**src/rtl/rv_pkg.sv**
```systemverilog
// Shared RV32 definitions: ALU operation codes, R-type opcode and the
// execute-sequencer state encoding, plus the funct3/funct7 -> ALU code map.
package rv_pkg;

    localparam logic [4:0] ALU_ADD  = 5'd0;
    localparam logic [4:0] ALU_SUB  = 5'd1;
    localparam logic [4:0] ALU_SLL  = 5'd2;
    localparam logic [4:0] ALU_SLT  = 5'd3;
    localparam logic [4:0] ALU_SLTU = 5'd4;
    localparam logic [4:0] ALU_XOR  = 5'd5;
    localparam logic [4:0] ALU_SRL  = 5'd6;
    localparam logic [4:0] ALU_SRA  = 5'd7;
    localparam logic [4:0] ALU_OR   = 5'd8;
    localparam logic [4:0] ALU_AND  = 5'd9;

    localparam logic [6:0] OPC_RTYPE = 7'b0110011;

    typedef enum logic [2:0] {
        IDLE,
        RD_RS1,
        RD_RS2,
        LAT_RS2,
        EXEC,
        WB
    } seq_state_e;

    // Only funct7 == 0x20 selects the alternate op; legality is checked elsewhere.
    function automatic logic [4:0] alu_code(input logic [2:0] funct3, input logic [6:0] funct7);
        logic [4:0] code;
        code = ALU_ADD;
        unique case (funct3)
            3'b000: code = (funct7 == 7'h20) ? ALU_SUB : ALU_ADD;
            3'b001: code = ALU_SLL;
            3'b010: code = ALU_SLT;
            3'b011: code = ALU_SLTU;
            3'b100: code = ALU_XOR;
            3'b101: code = (funct7 == 7'h20) ? ALU_SRA : ALU_SRL;
            3'b110: code = ALU_OR;
            3'b111: code = ALU_AND;
            default: code = ALU_ADD;
        endcase
        return code;
    endfunction

endpackage

```
**src/rtl/rtype_exec_sequencer_if.sv**
```systemverilog
// Instruction handshake, shared regfile port and ALU port of the R-type sequencer.
// slave = sequencer side, master = fetch/datapath side.
interface rtype_exec_sequencer_if #(
    parameter int XLEN = 32
);
    logic            instr_valid;
    logic            instr_ready;
    logic [31:0]     instr;
    logic [4:0]      rf_raddr;
    logic [XLEN-1:0] rf_rdata;
    logic [XLEN-1:0] alu_a;
    logic [XLEN-1:0] alu_b;
    logic [4:0]      alu_ctrl;
    logic [XLEN-1:0] alu_result;
    logic            rf_we;
    logic [4:0]      rf_waddr;
    logic [XLEN-1:0] rf_wdata;
    logic            busy;
    logic            done;
    logic            illegal;

    modport slave (
        input  instr_valid, instr, rf_rdata, alu_result,
        output instr_ready, rf_raddr, alu_a, alu_b, alu_ctrl,
               rf_we, rf_waddr, rf_wdata, busy, done, illegal
    );

    modport master (
        output instr_valid, instr, rf_rdata, alu_result,
        input  instr_ready, rf_raddr, alu_a, alu_b, alu_ctrl,
               rf_we, rf_waddr, rf_wdata, busy, done, illegal
    );
endinterface

```
**src/rtl/rtype_exec_sequencer_decode.sv**
```systemverilog
// R-type field extraction: raw fields combinationally for the legality check,
// plus registers holding rd/rs1/rs2 and the ALU code of the accepted word.
module rtype_exec_sequencer_decode
    import rv_pkg::*;
(
    input  logic        clk,
    input  logic        rst,
    input  logic        load_i,
    input  logic [31:0] instr_i,
    output logic [6:0]  opcode_o,
    output logic [2:0]  funct3_o,
    output logic [6:0]  funct7_o,
    output logic [4:0]  rs1_o,
    output logic [4:0]  rd_q_o,
    output logic [4:0]  rs1_q_o,
    output logic [4:0]  rs2_q_o,
    output logic [4:0]  alu_ctrl_q_o
);
    logic [4:0] rd_q, rs1_q, rs2_q, alu_ctrl_q;
    logic [4:0] alu_ctrl_d;

    assign opcode_o   = instr_i[6:0];
    assign funct3_o   = instr_i[14:12];
    assign funct7_o   = instr_i[31:25];
    assign rs1_o      = instr_i[19:15];
    assign alu_ctrl_d = alu_code(instr_i[14:12], instr_i[31:25]);

    always_ff @(posedge clk or posedge rst) begin
        if (rst) begin
            rd_q       <= '0;
            rs1_q      <= '0;
            rs2_q      <= '0;
            alu_ctrl_q <= ALU_ADD;
        end else if (load_i) begin
            rd_q       <= instr_i[11:7];
            rs1_q      <= instr_i[19:15];
            rs2_q      <= instr_i[24:20];
            alu_ctrl_q <= alu_ctrl_d;
        end
    end

    assign rd_q_o       = rd_q;
    assign rs1_q_o      = rs1_q;
    assign rs2_q_o      = rs2_q;
    assign alu_ctrl_q_o = alu_ctrl_q;
endmodule

```
**src/rtl/rtype_exec_sequencer.sv**
```systemverilog
// Multi-cycle RV32 R-type executor: accept, read rs1/rs2 over one sync regfile
// port, drive the ALU, write back rd. Accept-to-writeback is 5 cycles.
module rtype_exec_sequencer #(
    parameter int XLEN = 32
) (
    input  logic                 clk,
    input  logic                 rst,
    rtype_exec_sequencer_if.slave bus
);
    import rv_pkg::*;

    seq_state_e      state_q;
    logic [4:0]      raddr_q;
    logic [XLEN-1:0] opa_q, opb_q, result_q;
    logic            we_q, done_q, illegal_q;

    logic [6:0] opcode, funct7;
    logic [2:0] funct3;
    logic [4:0] rs1_raw, rd_q, rs1_q, rs2_q, alu_ctrl_q;
    logic       accept, legal;

    assign accept = bus.instr_valid && bus.instr_ready;

    rtype_exec_sequencer_decode decode_reg_inst (
        .clk          (clk),
        .rst          (rst),
        .load_i       (accept),
        .instr_i      (bus.instr),
        .opcode_o     (opcode),
        .funct3_o     (funct3),
        .funct7_o     (funct7),
        .rs1_o        (rs1_raw),
        .rd_q_o       (rd_q),
        .rs1_q_o      (rs1_q),
        .rs2_q_o      (rs2_q),
        .alu_ctrl_q_o (alu_ctrl_q)
    );

    // funct7 = 0x20 is only meaningful for SUB and SRA.
    always_comb begin
        legal = 1'b0;
        if (opcode == OPC_RTYPE) begin
            if (funct7 == 7'h00)
                legal = 1'b1;
            else if (funct7 == 7'h20)
                legal = (funct3 == 3'b000) || (funct3 == 3'b101);
        end
    end

    always_ff @(posedge clk or posedge rst) begin
        if (rst) begin
            state_q   <= IDLE;
            raddr_q   <= '0;
            opa_q     <= '0;
            opb_q     <= '0;
            result_q  <= '0;
            we_q      <= 1'b0;
            done_q    <= 1'b0;
            illegal_q <= 1'b0;
        end else begin
            we_q      <= 1'b0;
            done_q    <= 1'b0;
            illegal_q <= 1'b0;
            unique case (state_q)
                IDLE: begin
                    if (accept) begin
                        if (legal) begin
                            state_q <= RD_RS1;
                            raddr_q <= rs1_raw;
                        end else begin
                            illegal_q <= 1'b1;
                        end
                    end
                end
                RD_RS1: begin
                    state_q <= RD_RS2;
                    raddr_q <= rs2_q;
                end
                // Read data arrives one cycle after its address; x0 never reads the array.
                RD_RS2: begin
                    state_q <= LAT_RS2;
                    opa_q   <= (rs1_q == 5'd0) ? '0 : bus.rf_rdata;
                end
                LAT_RS2: begin
                    state_q <= EXEC;
                    opb_q   <= (rs2_q == 5'd0) ? '0 : bus.rf_rdata;
                end
                EXEC: begin
                    state_q  <= WB;
                    result_q <= bus.alu_result;
                    we_q     <= (rd_q != 5'd0);
                    done_q   <= 1'b1;
                end
                WB: begin
                    state_q <= IDLE;
                end
                default: state_q <= IDLE;
            endcase
        end
    end

    assign bus.instr_ready = (state_q == IDLE) && !rst;
    assign bus.busy        = (state_q != IDLE);
    assign bus.rf_raddr    = raddr_q;
    assign bus.alu_a       = opa_q;
    assign bus.alu_b       = opb_q;
    assign bus.alu_ctrl    = alu_ctrl_q;
    assign bus.rf_we       = we_q;
    assign bus.rf_waddr    = rd_q;
    assign bus.rf_wdata    = result_q;
    assign bus.done        = done_q;
    assign bus.illegal     = illegal_q;
endmodule

```
**src/flat_wrapper.sv**
```systemverilog
// flat-port wrapper written by rule: the top's interface ports become plain ports
module rtype_exec_sequencer_flat import rv_pkg::*;
#(
    parameter int XLEN = 32
)
  (clk, rst, bus_instr_valid, bus_instr, bus_rf_rdata, bus_alu_result, bus_instr_ready, bus_rf_raddr, bus_alu_a, bus_alu_b, bus_alu_ctrl, bus_rf_we, bus_rf_waddr, bus_rf_wdata, bus_busy, bus_done, bus_illegal);
  rtype_exec_sequencer_if #(.XLEN(XLEN)) bus_i ();
  input  logic clk;
  input  logic rst;
  input wire logic [$bits(bus_i.instr_valid)-1:0] bus_instr_valid;
  input wire logic [$bits(bus_i.instr)-1:0] bus_instr;
  input wire logic [$bits(bus_i.rf_rdata)-1:0] bus_rf_rdata;
  input wire logic [$bits(bus_i.alu_result)-1:0] bus_alu_result;
  output wire logic [$bits(bus_i.instr_ready)-1:0] bus_instr_ready;
  output wire logic [$bits(bus_i.rf_raddr)-1:0] bus_rf_raddr;
  output wire logic [$bits(bus_i.alu_a)-1:0] bus_alu_a;
  output wire logic [$bits(bus_i.alu_b)-1:0] bus_alu_b;
  output wire logic [$bits(bus_i.alu_ctrl)-1:0] bus_alu_ctrl;
  output wire logic [$bits(bus_i.rf_we)-1:0] bus_rf_we;
  output wire logic [$bits(bus_i.rf_waddr)-1:0] bus_rf_waddr;
  output wire logic [$bits(bus_i.rf_wdata)-1:0] bus_rf_wdata;
  output wire logic [$bits(bus_i.busy)-1:0] bus_busy;
  output wire logic [$bits(bus_i.done)-1:0] bus_done;
  output wire logic [$bits(bus_i.illegal)-1:0] bus_illegal;
  assign bus_i.instr_valid = bus_instr_valid;
  assign bus_i.instr = bus_instr;
  assign bus_i.rf_rdata = bus_rf_rdata;
  assign bus_i.alu_result = bus_alu_result;
  assign bus_instr_ready = bus_i.instr_ready;
  assign bus_rf_raddr = bus_i.rf_raddr;
  assign bus_alu_a = bus_i.alu_a;
  assign bus_alu_b = bus_i.alu_b;
  assign bus_alu_ctrl = bus_i.alu_ctrl;
  assign bus_rf_we = bus_i.rf_we;
  assign bus_rf_waddr = bus_i.rf_waddr;
  assign bus_rf_wdata = bus_i.rf_wdata;
  assign bus_busy = bus_i.busy;
  assign bus_done = bus_i.done;
  assign bus_illegal = bus_i.illegal;
  rtype_exec_sequencer #(.XLEN(XLEN)) u_core (.clk(clk), .rst(rst), .bus(bus_i));
endmodule
```
**config.mk**
```make
export PLATFORM = sky130hd
export DESIGN_NAME = rtype_exec_sequencer_flat
export DESIGN_NICKNAME = d
export VERILOG_FILES = /design/src/rtl/rv_pkg.sv /design/src/rtl/rtype_exec_sequencer_if.sv /design/src/rtl/rtype_exec_sequencer_decode.sv /design/src/rtl/rtype_exec_sequencer.sv /design/src/flat_wrapper.sv
export SDC_FILE = /design/constraint.sdc
export NUM_CORES = 1
export LEC_CHECK = 0
export CORE_AREA = 3 3 84 166
export DETAILED_ROUTE_END_ITERATION = 6
export DIE_AREA = 0 0 87 169
export PLACE_DENSITY = 0.73
export SETUP_SLACK_MARGIN = 0.5
export SLEW_MARGIN = 20
export SYNTH_ARGS = -nofsm -noshare
export SYNTH_HDL_FRONTEND = slang
export SYNTH_SLANG_ARGS = --single-unit
```
**constraint.sdc**
```tcl
create_clock -name clk -period 9.1 [get_ports clk]
set_input_delay 0.91 -clock clk [delete_from_list [all_inputs] [get_ports clk]]
set_output_delay 0.91 -clock clk [all_outputs]
set_load 0.03 [all_outputs]
```
==> Yosys cells after proc, flatten, opt, wreduce, memory -nomap -nowiden <==
Index checks and enable logic that the tools add are counted.
{ "word_totals": {"reg_bits": 127, "wordCells": 60, "out_inout_bits": 116} }
{ "classes": {"n_eq_ne": 15, "mux": 19, "n_reduce_logical": 14} }
{ "op_table": {"columns": ["operator", "count"], "rows": [
  ["two-way mux 32 bit", 2],
  ["one-hot mux 5 bit (8 select lines)", 1],
  ["== test 3 bit, second input constant", 5],
  ["one-hot mux 3 bit (5 select lines)", 1],
  ["== test 7 x 6 -> 1 bit, second input constant", 2],
  ["== test 3 x 2 -> 1 bit, second input constant", 4],
  ["zero test 5 bit", 2],
  ["two-way mux 1 bit", 10],
  ["two-way mux 5 bit", 2],
  ["one-hot mux 5 bit (2 select lines)", 1],
  ["zero test 7 bit", 1],
  ["== test 3 x 1 -> 1 bit, second input constant", 2],
  ["zero test 3 bit", 2],
  ["two-way mux 3 bit", 2],
  ["nonzero test 5 bit", 1],
  ["inequality test 2 x 1 -> 1 bit, second input constant", 2],
  ["AND reduction 3 bit", 1],
  ["nonzero test 3 bit", 1],
  ["logical AND 1 bit", 2],
  ["AND reduction 2 bit", 1],
  ["nonzero test 2 bit", 1],
  ["zero test 1 bit", 1],
  ["logical OR 1 bit", 1]
]} }

==> Longest topological paths before layout <==
Gate-level depths: netlist of run 1.
{ "logic_depth": {"word_depth": 8, "mapped_depth": 6, "mapped_depth_nobuf": 4} }

==> Cells and area by module <==
A second synthesis of run 1 with hierarchy kept.
{ "unflattened": {"cells_unflattened": 346, "area_unflattened_um2": 4954.8} }
{ "modules_own_cells": {"columns": ["module", "seq_area_each_um2", "area_per_inst_um2", "n_inst", "cells_each"], "rows": [
  ["rtype_exec_sequencer", 2677.6, 3983.8, 1, 263],
  ["rtype_exec_sequencer_decode", 475.5, 970.9, 1, 83]
]} }

==> Worst setup path before layout of run 1 <==
Ideal clock, no wire load.
{ "synth_path": {"path_type": "input port to output port", "from": "input port rst", "to": "output port bus_instr_ready", "t_required_ps": 8190, "path_slack_ps": 6886, "arrival_time_ps": 1304, "path_stages": 1, "cell_sequence": "nor4_4"} }
{ "synth_via": {"elab_chain_cells": 2} }
{ "synth_lines": {"columns": ["item", "line", "text"], "rows": [
  ["from (decl)", "flat_wrapper.sv:9", "input logic rst;"],
  ["zero test 1 bit (no line)", null, null],
  ["logical AND 1 bit", "rtype_exec_sequencer.sv:102", "assign bus.instr_ready = (state_q == IDLE) && !rst;"],
  ["to (decl)", "flat_wrapper.sv:14", "output wire logic [$bits(bus_i.instr_ready)-1:0] bus_instr_ready;"]
]} }
No other way between the ends.

==> Final worst setup path of run 1 <==
Ends and elaborated chain as after synthesis.

==> metrics.yaml, run 1 <==
r2r-start: "u_core.state_q[0]"
grt_pass1_vias: 4043
drt_iter0_drc: 151
grt_overflow_total: 0
cp-end-kind: "output port"
rows: 59
port_buffers: 213
num-nets-final: 652
fin_crit_sh: 0.355
outcome: "finished clean"
fill_cells: 1052
synthCells: 340
cts_inserted_buffers: 17
synth_area_um2: 4860
synthMuxAreaShare: 0.113
io_pins: 215
ant_nets: 0
crit_path_max_incr_delay_ps: 720
crit_chain: "clkdlybuf4s50_1 -> nor4_4 -> clkdlybuf4s50_1"
cts_max_level: 4
postCtsSetupBuffers: 0
finish.utilization: 0.598
cp_top_family: "buffers and inverters"
critPathKind: "primary input to output port"
final_common_cell: "clkdlybuf4s50_1"
vias_per_cell: 5.26
core_um2: 12900
grtUsageTotal: 0.188
maxCapViolCount: 0
clk_latency_ps: 400
cts_buffer_depth: 2
postCtsHoldBufs: 0
p_per_area_nw_per_um2: 430
hold_viol: 0
final_cell_mix: "213 x clkdlybuf4s50_1, 126 x dfrtp_1, 64 x a22o_1"
hp-class: "register to register"
cts.sinks: 126
peakVddDrop_mv: 0.259
relSlewSlack: 0.355
cts_tree: "built"
worst-path-buf-inv: 2
routabilityCongestion: 0.854
synth_compound_area_frac: 0.148
grt_pass1_wl_um: 21200
finalSetupViolCount: 0
syn_area_per_cell_um2: 14.3
startpoint_type: "primary input"
crit_top_cell: "clkdlybuf4s50_1"
syn2layout_area_growth_pct: 59.0
insertedDiodeCount: 0
dr.pass1.iters: 4
ys_warn_count: 0
die_x_um: 87
hold_depth: 1
antenna_found_initial: 0
synthSimpleGateAreaFrac: 0.0618
route.detailed.drc: 0
start_util: 0.376
crit_path_start: "rst"
synth_xor_area_frac: 0.00180
grt_max_degree: 82
die_area_um2: 14700
worstMarginPinSlew_ps: 965
place_hpwl_um: 10100
hold_start: "u_core.bus.rf_wdata[30]"
worst_hold_slack_ps: 503
cp.required_ps: 8190
ys_top_cells_by_area: "dfrtp_1 65%, a22o_1 12%, mux2_2 11%"
drive_gt1_frac: 0.161
finalSetupTns_ps: 0
clockRootBuffer: "clkbuf_16"
r2r_cells: 5
critPathArrivalTime_ps: 2320
maxSlewViolCount: 0
fp.dieH_um: 169
rsz0062_at_grt: "false"
cpMaxStageDelayCell: "clkdlybuf4s50_1"
path_max_fanout: 2
synth_top_area_frac: 0.648
yosysTopAreaCell: "dfrtp_1"
synth_adder_area_share: 0
finalWirelength_um: 13800
num_vias: 3770
skew_ps: 13.2
synth-seq-cells: 126
clk_pin_slew_ps: 50
syn_nets: 439
seq_area_frac_synth: 0.648
ctsResizeCount: 0
wl_per_cell_um: 19.3
finalCriticalPeriod_ps: 3230
critical_path_depth: 3
synth_top_family_by_area: "compound AO/OA/AOI/OAI gates"
ys_types: 38
leakagePower_nw: 3.26
fmax_mhz: 310
-- layer usage --
layer,global-route usage,routed length [um]
met1,0.198,4890
met4,0.0746,330
met3,0.0521,908
met5,0,0
met2,0.343,7720
-- logic make-up after synthesis --
logic type | after synthesis
other | 1
flip-flops | 126
AO/OA/AOI/OAI | 87
multiplexers | 49
XOR/XNOR | 1
AND/OR/NAND/NOR | 51
buffers and inverters | 25
-- where the power goes --
group | total [W] | internal, W | switching [W]
clock | 0.000696 | 0.000446 | 0.000250
combinational | 0.00161 | 0.000734 | 0.000878
sequential | 0.00102 | 0.000836 | 0.000183
total | 0.00333 | 0.00202 | 0.00131
-- Yosys cell counts --
| cell | number |
|---|---|
| o22ai_1 | 2 |
| nand3_1 | 3 |
| o41ai_1 | 1 |
| nor2b_1 | 1 |
| and3b_1 | 1 |
| a22o_1 | 64 |
| nand2_2 | 1 |
| nor4bb_1 | 1 |
| or3_4 | 1 |
| o31a_1 | 3 |
| buf_2 | 12 |
| a21oi_1 | 6 |
| and3_1 | 3 |
| buf_6 | 2 |
| clkbuf_1 | 7 |
| dfrtp_1 | 126 |
| o21ai_0 | 3 |
| buf_4 | 1 |
| nand4_2 | 1 |
| nor2_1 | 13 |
| nor4_4 | 2 |
| mux2_2 | 47 |
| inv_1 | 1 |
| nor3_1 | 5 |
| nand2_1 | 11 |
| clkinv_1 | 2 |
| or3_1 | 2 |
| o311ai_0 | 3 |
| conb_1 | 1 |
| and2b_1 | 1 |
| nand3b_1 | 2 |
| a21oi_2 | 1 |
| a311oi_1 | 1 |
| o211ai_1 | 3 |
| xnor2_1 | 1 |
| mux2i_1 | 2 |
| nor4_1 | 2 |
| or2_2 | 1 |
-- final cells by class --
| cell class | count | area, um^2 | share of cell area |
|---|---|---|---|
| Tap cell | 152 | 190 | 0.0246 |
| Clock inverter | 12 | 161 | 0.0209 |
| Multi-Input combinational cell | 189 | 1600 | 0.207 |
| Inverter | 3 | 13.8 | 0.00178 |
| Timing Repair Buffer | 216 | 2160 | 0.279 |
| Clock buffer | 19 | 453 | 0.0586 |
| Sequential cell | 126 | 3150 | 0.408 |
-- sequential cells by signal, summed over array words and instances, names as in the netlist --
| name | count |
|---|---|
| u_core.state_q | 3 |
| u_core.bus.rf_raddr | 5 |
| u_core.bus.rf_wdata | 32 |
| u_core.bus.rf_we | 1 |
| u_core.bus.illegal | 1 |
| u_core.bus.done | 1 |
| u_core.decode_reg_inst.rd_q_o | 5 |
| u_core.decode_reg_inst.rs1_q_o | 5 |
| u_core.bus.alu_b | 32 |
| u_core.bus.alu_a | 32 |
| u_core.decode_reg_inst.rs2_q_o | 5 |
| u_core.decode_reg_inst.alu_ctrl_q_o | 4 |
-- path summary, 6_finish.rpt --
kind                                           end  slack, ps
min                        u_core.bus.rf_wdata[30]        500
min in group asynchronous     u_core.bus.alu_a[31]       1010
min reg2reg                u_core.bus.rf_wdata[30]        500
max in group asynchronous        u_core.state_q[0]       6940
max reg2reg                    u_core.bus.alu_a[5]       6830
max                                bus_instr_ready       5870
-- stage by stage --
stage	cells	instance area [um^2]	setup WS, ps	power (W)
2_1_floorplan	340	4860	4830	0.00196
3_3_place_gp	686	7110	5860	0.00262
3_5_place_dp	686	7110	5870	0.00266
4_1_cts	717	7730	5860	0.00336
5_1_grt	717	7730	5810	0.00349
6_report	717	7730	5870	0.00333
No activity file was read; power rests on OpenSTA's default activity.
==> run 2, diff against run 1 <==
--- a/config.mk
+++ b/config.mk
@@ -8,7 +8,7 @@
 export CORE_AREA = 3 3 84 166
 export DETAILED_ROUTE_END_ITERATION = 6
 export DIE_AREA = 0 0 87 169
-export PLACE_DENSITY = 0.73
+export PLACE_DENSITY = 0.76
 export SETUP_SLACK_MARGIN = 0.5
 export SLEW_MARGIN = 20
 export SYNTH_ARGS = -nofsm -noshare
==> constraint.sdc (replaced) <==
create_clock -name clk -period 2.8 [get_ports clk]
set_input_delay 0.28 -clock clk [delete_from_list [all_inputs] [get_ports clk]]
set_output_delay 0.28 -clock clk [all_outputs]
set_load 0.03 [all_outputs]
==> run 2 against run 1 <==
Against the previous run: via count is 0.61% higher; sequential share of layout area is 0.52 points lower; register-to-register slack worse by 6100 ps; combinational power grew to 3.3 times the previous value; final area is 1.3% higher; largest power group unchanged.
==> metrics.yaml, run 2 (synthesis results as in run 1) <==
grtUsageTotal: 0.201
critPathKind: "register to output port"
worstMarginPinSlew_ps: 1010
critPathArrivalTime_ps: 1980
io_pins: 215
grt_max_degree: 127
hold_viol: 0
routabilityCongestion: 0.898
maxCapViolCount: 0
peakVddDrop_mv: 0.801
fp.dieH_um: 169
cts_tree: "built"
clk_latency_ps: 400
clk_pin_slew_ps: 60
r2r-start: "u_core.state_q[0]"
antenna_found_initial: 0
fill_cells: 1022
port_buffers: 213
cts.sinks: 126
outcome: "finished clean"
finalCriticalPeriod_ps: 2260
start_util: 0.376
leakagePower_nw: 3.31
rsz0062_at_grt: "true"
rows: 59
vias_per_cell: 5.25
r2r-end: "u_core.bus.alu_a[8]"
fin_crit_sh: 0.806
ant_nets: 0
insertedDiodeCount: 0
grt_use_met1: 0.203
hp-class: "register to register"
cts_buffer_depth: 2
wl_per_cell_um: 20.0
postCtsHoldBufs: 0
skew_ps: 9.20
crit_path_start: "u_core.state_q[0]"
cp-end-kind: "output port"
r2r_slack_ps: 760
final_common_cell: "clkdlybuf4s50_1"
worst_hold_slack_ps: 486
syn2layout_area_growth_pct: 61.1
die_area_um2: 14700
grt_overflow_total: 0
finalSetupTns_ps: 0
route.detailed.drc: 0
cts_max_level: 4
die_x_um: 87
cpMaxStageDelayCell: "clkdlybuf4s50_1"
dr.pass1.iters: 4
finalSetupViolCount: 0
clockRootBuffer: "clkbuf_16"
num-nets-final: 656
top_usage_layer: "met2"
cp.required_ps: 2520
fmax_mhz: 443
setup.worst_path.end: "bus_busy"
finalWirelength_um: 14400
p_per_area_nw_per_um2: 1420
core_um2: 12900
crit_path_max_incr_delay_ps: 670
drive_gt1_frac: 0.168
maxSlewViolCount: 0
grt_pass1_vias: 4236
r2r_cells: 4
use_met2: 0.371
cts_inserted_buffers: 17
crit_chain: "clkinvlp_4 -> nand2_1 -> clkdlybuf4s50_1"
met3_usage: 0.0526
path_max_fanout: 13
place_hpwl_um: 10200
grt_pass1_wl_um: 22500
startpoint_type: "register"
final_cell_mix: "212 x clkdlybuf4s50_1, 125 x dfrtp_1, 64 x a22o_1"
num_vias: 3793
relSlewSlack: 0.328
drt_iter0_drc: 133
run 2: metrics by stage:
| stage | power [W] | worst slack [ps] | std cells | utilization | instance area (um^2) |
|---|---|---|---|---|---|
| 5_1_grt | 0.0116 | 480 | 722 | 0.606 | 7830 |
| 2_1_floorplan | 0.00637 | 933 | 340 | - | 4870 |
| 4_1_cts | 0.0112 | 497 | 722 | 0.606 | 7830 |
| 3_3_place_gp | 0.00857 | 466 | 690 | 0.555 | 7170 |
| 6_report | 0.0111 | 543 | 722 | 0.606 | 7830 |
| 3_5_place_dp | 0.00869 | 361 | 690 | 0.555 | 7170 |
run 2: power by group:
part	internal (W)	total, W	switching [W]
Combinational	0.00243	0.00535	0.00292
Clock	0.00161	0.00243	0.000819
Sequential	0.00272	0.00332	0.000602
run 2: layer usage:
layer	up-vias	routed length, um
li1	1700	-
met1	1894	4830
met2	173	8260
met3	26	914
met4	0	416
met5	-	0
run 2: cell type report:
| type | instances | area [um^2] | area share |
|---|---|---|---|
| clock inverters | 12 | 209 | 0.0267 |
| well taps | 152 | 190 | 0.0243 |
| multi-input cells | 189 | 1600 | 0.204 |
| repair buffers | 220 | 2210 | 0.282 |
| clock buffers | 20 | 447 | 0.0570 |
| flip-flops and latches | 126 | 3150 | 0.403 |
| inverters | 3 | 20.0 | 0.00256 |
run 2: worst min path at each step:
stage                                                       from                                endpoint  slack, ps  cells after the start
after floorplan                                 bus_rf_rdata[30]                    u_core.bus.alu_a[30]        410                      1
after global placement    u_core.decode_reg_inst.alu_ctrl_q_o[0]  u_core.decode_reg_inst.alu_ctrl_q_o[0]        460                      2
after detailed placement  u_core.decode_reg_inst.alu_ctrl_q_o[0]  u_core.decode_reg_inst.alu_ctrl_q_o[0]        480                      2
after CTS                                          bus_instr[11]        u_core.decode_reg_inst.rd_q_o[4]        470                      2
after global routing                               bus_instr[11]        u_core.decode_reg_inst.rd_q_o[4]        480                      2
final                     u_core.decode_reg_inst.alu_ctrl_q_o[0]  u_core.decode_reg_inst.alu_ctrl_q_o[0]        490                      2
run 2: timing repair:
action                     CTS  global route
setup endpoints to repair   33             2
gates cloned                 0             0
resized for setup            2             2
buffers inserted             0             0
run 2: critical path: cells and delay by family (launching register included):
kind          cells  cell delay [ps]
simple gates      1              120
buf+inv           2              920
flops             1              530
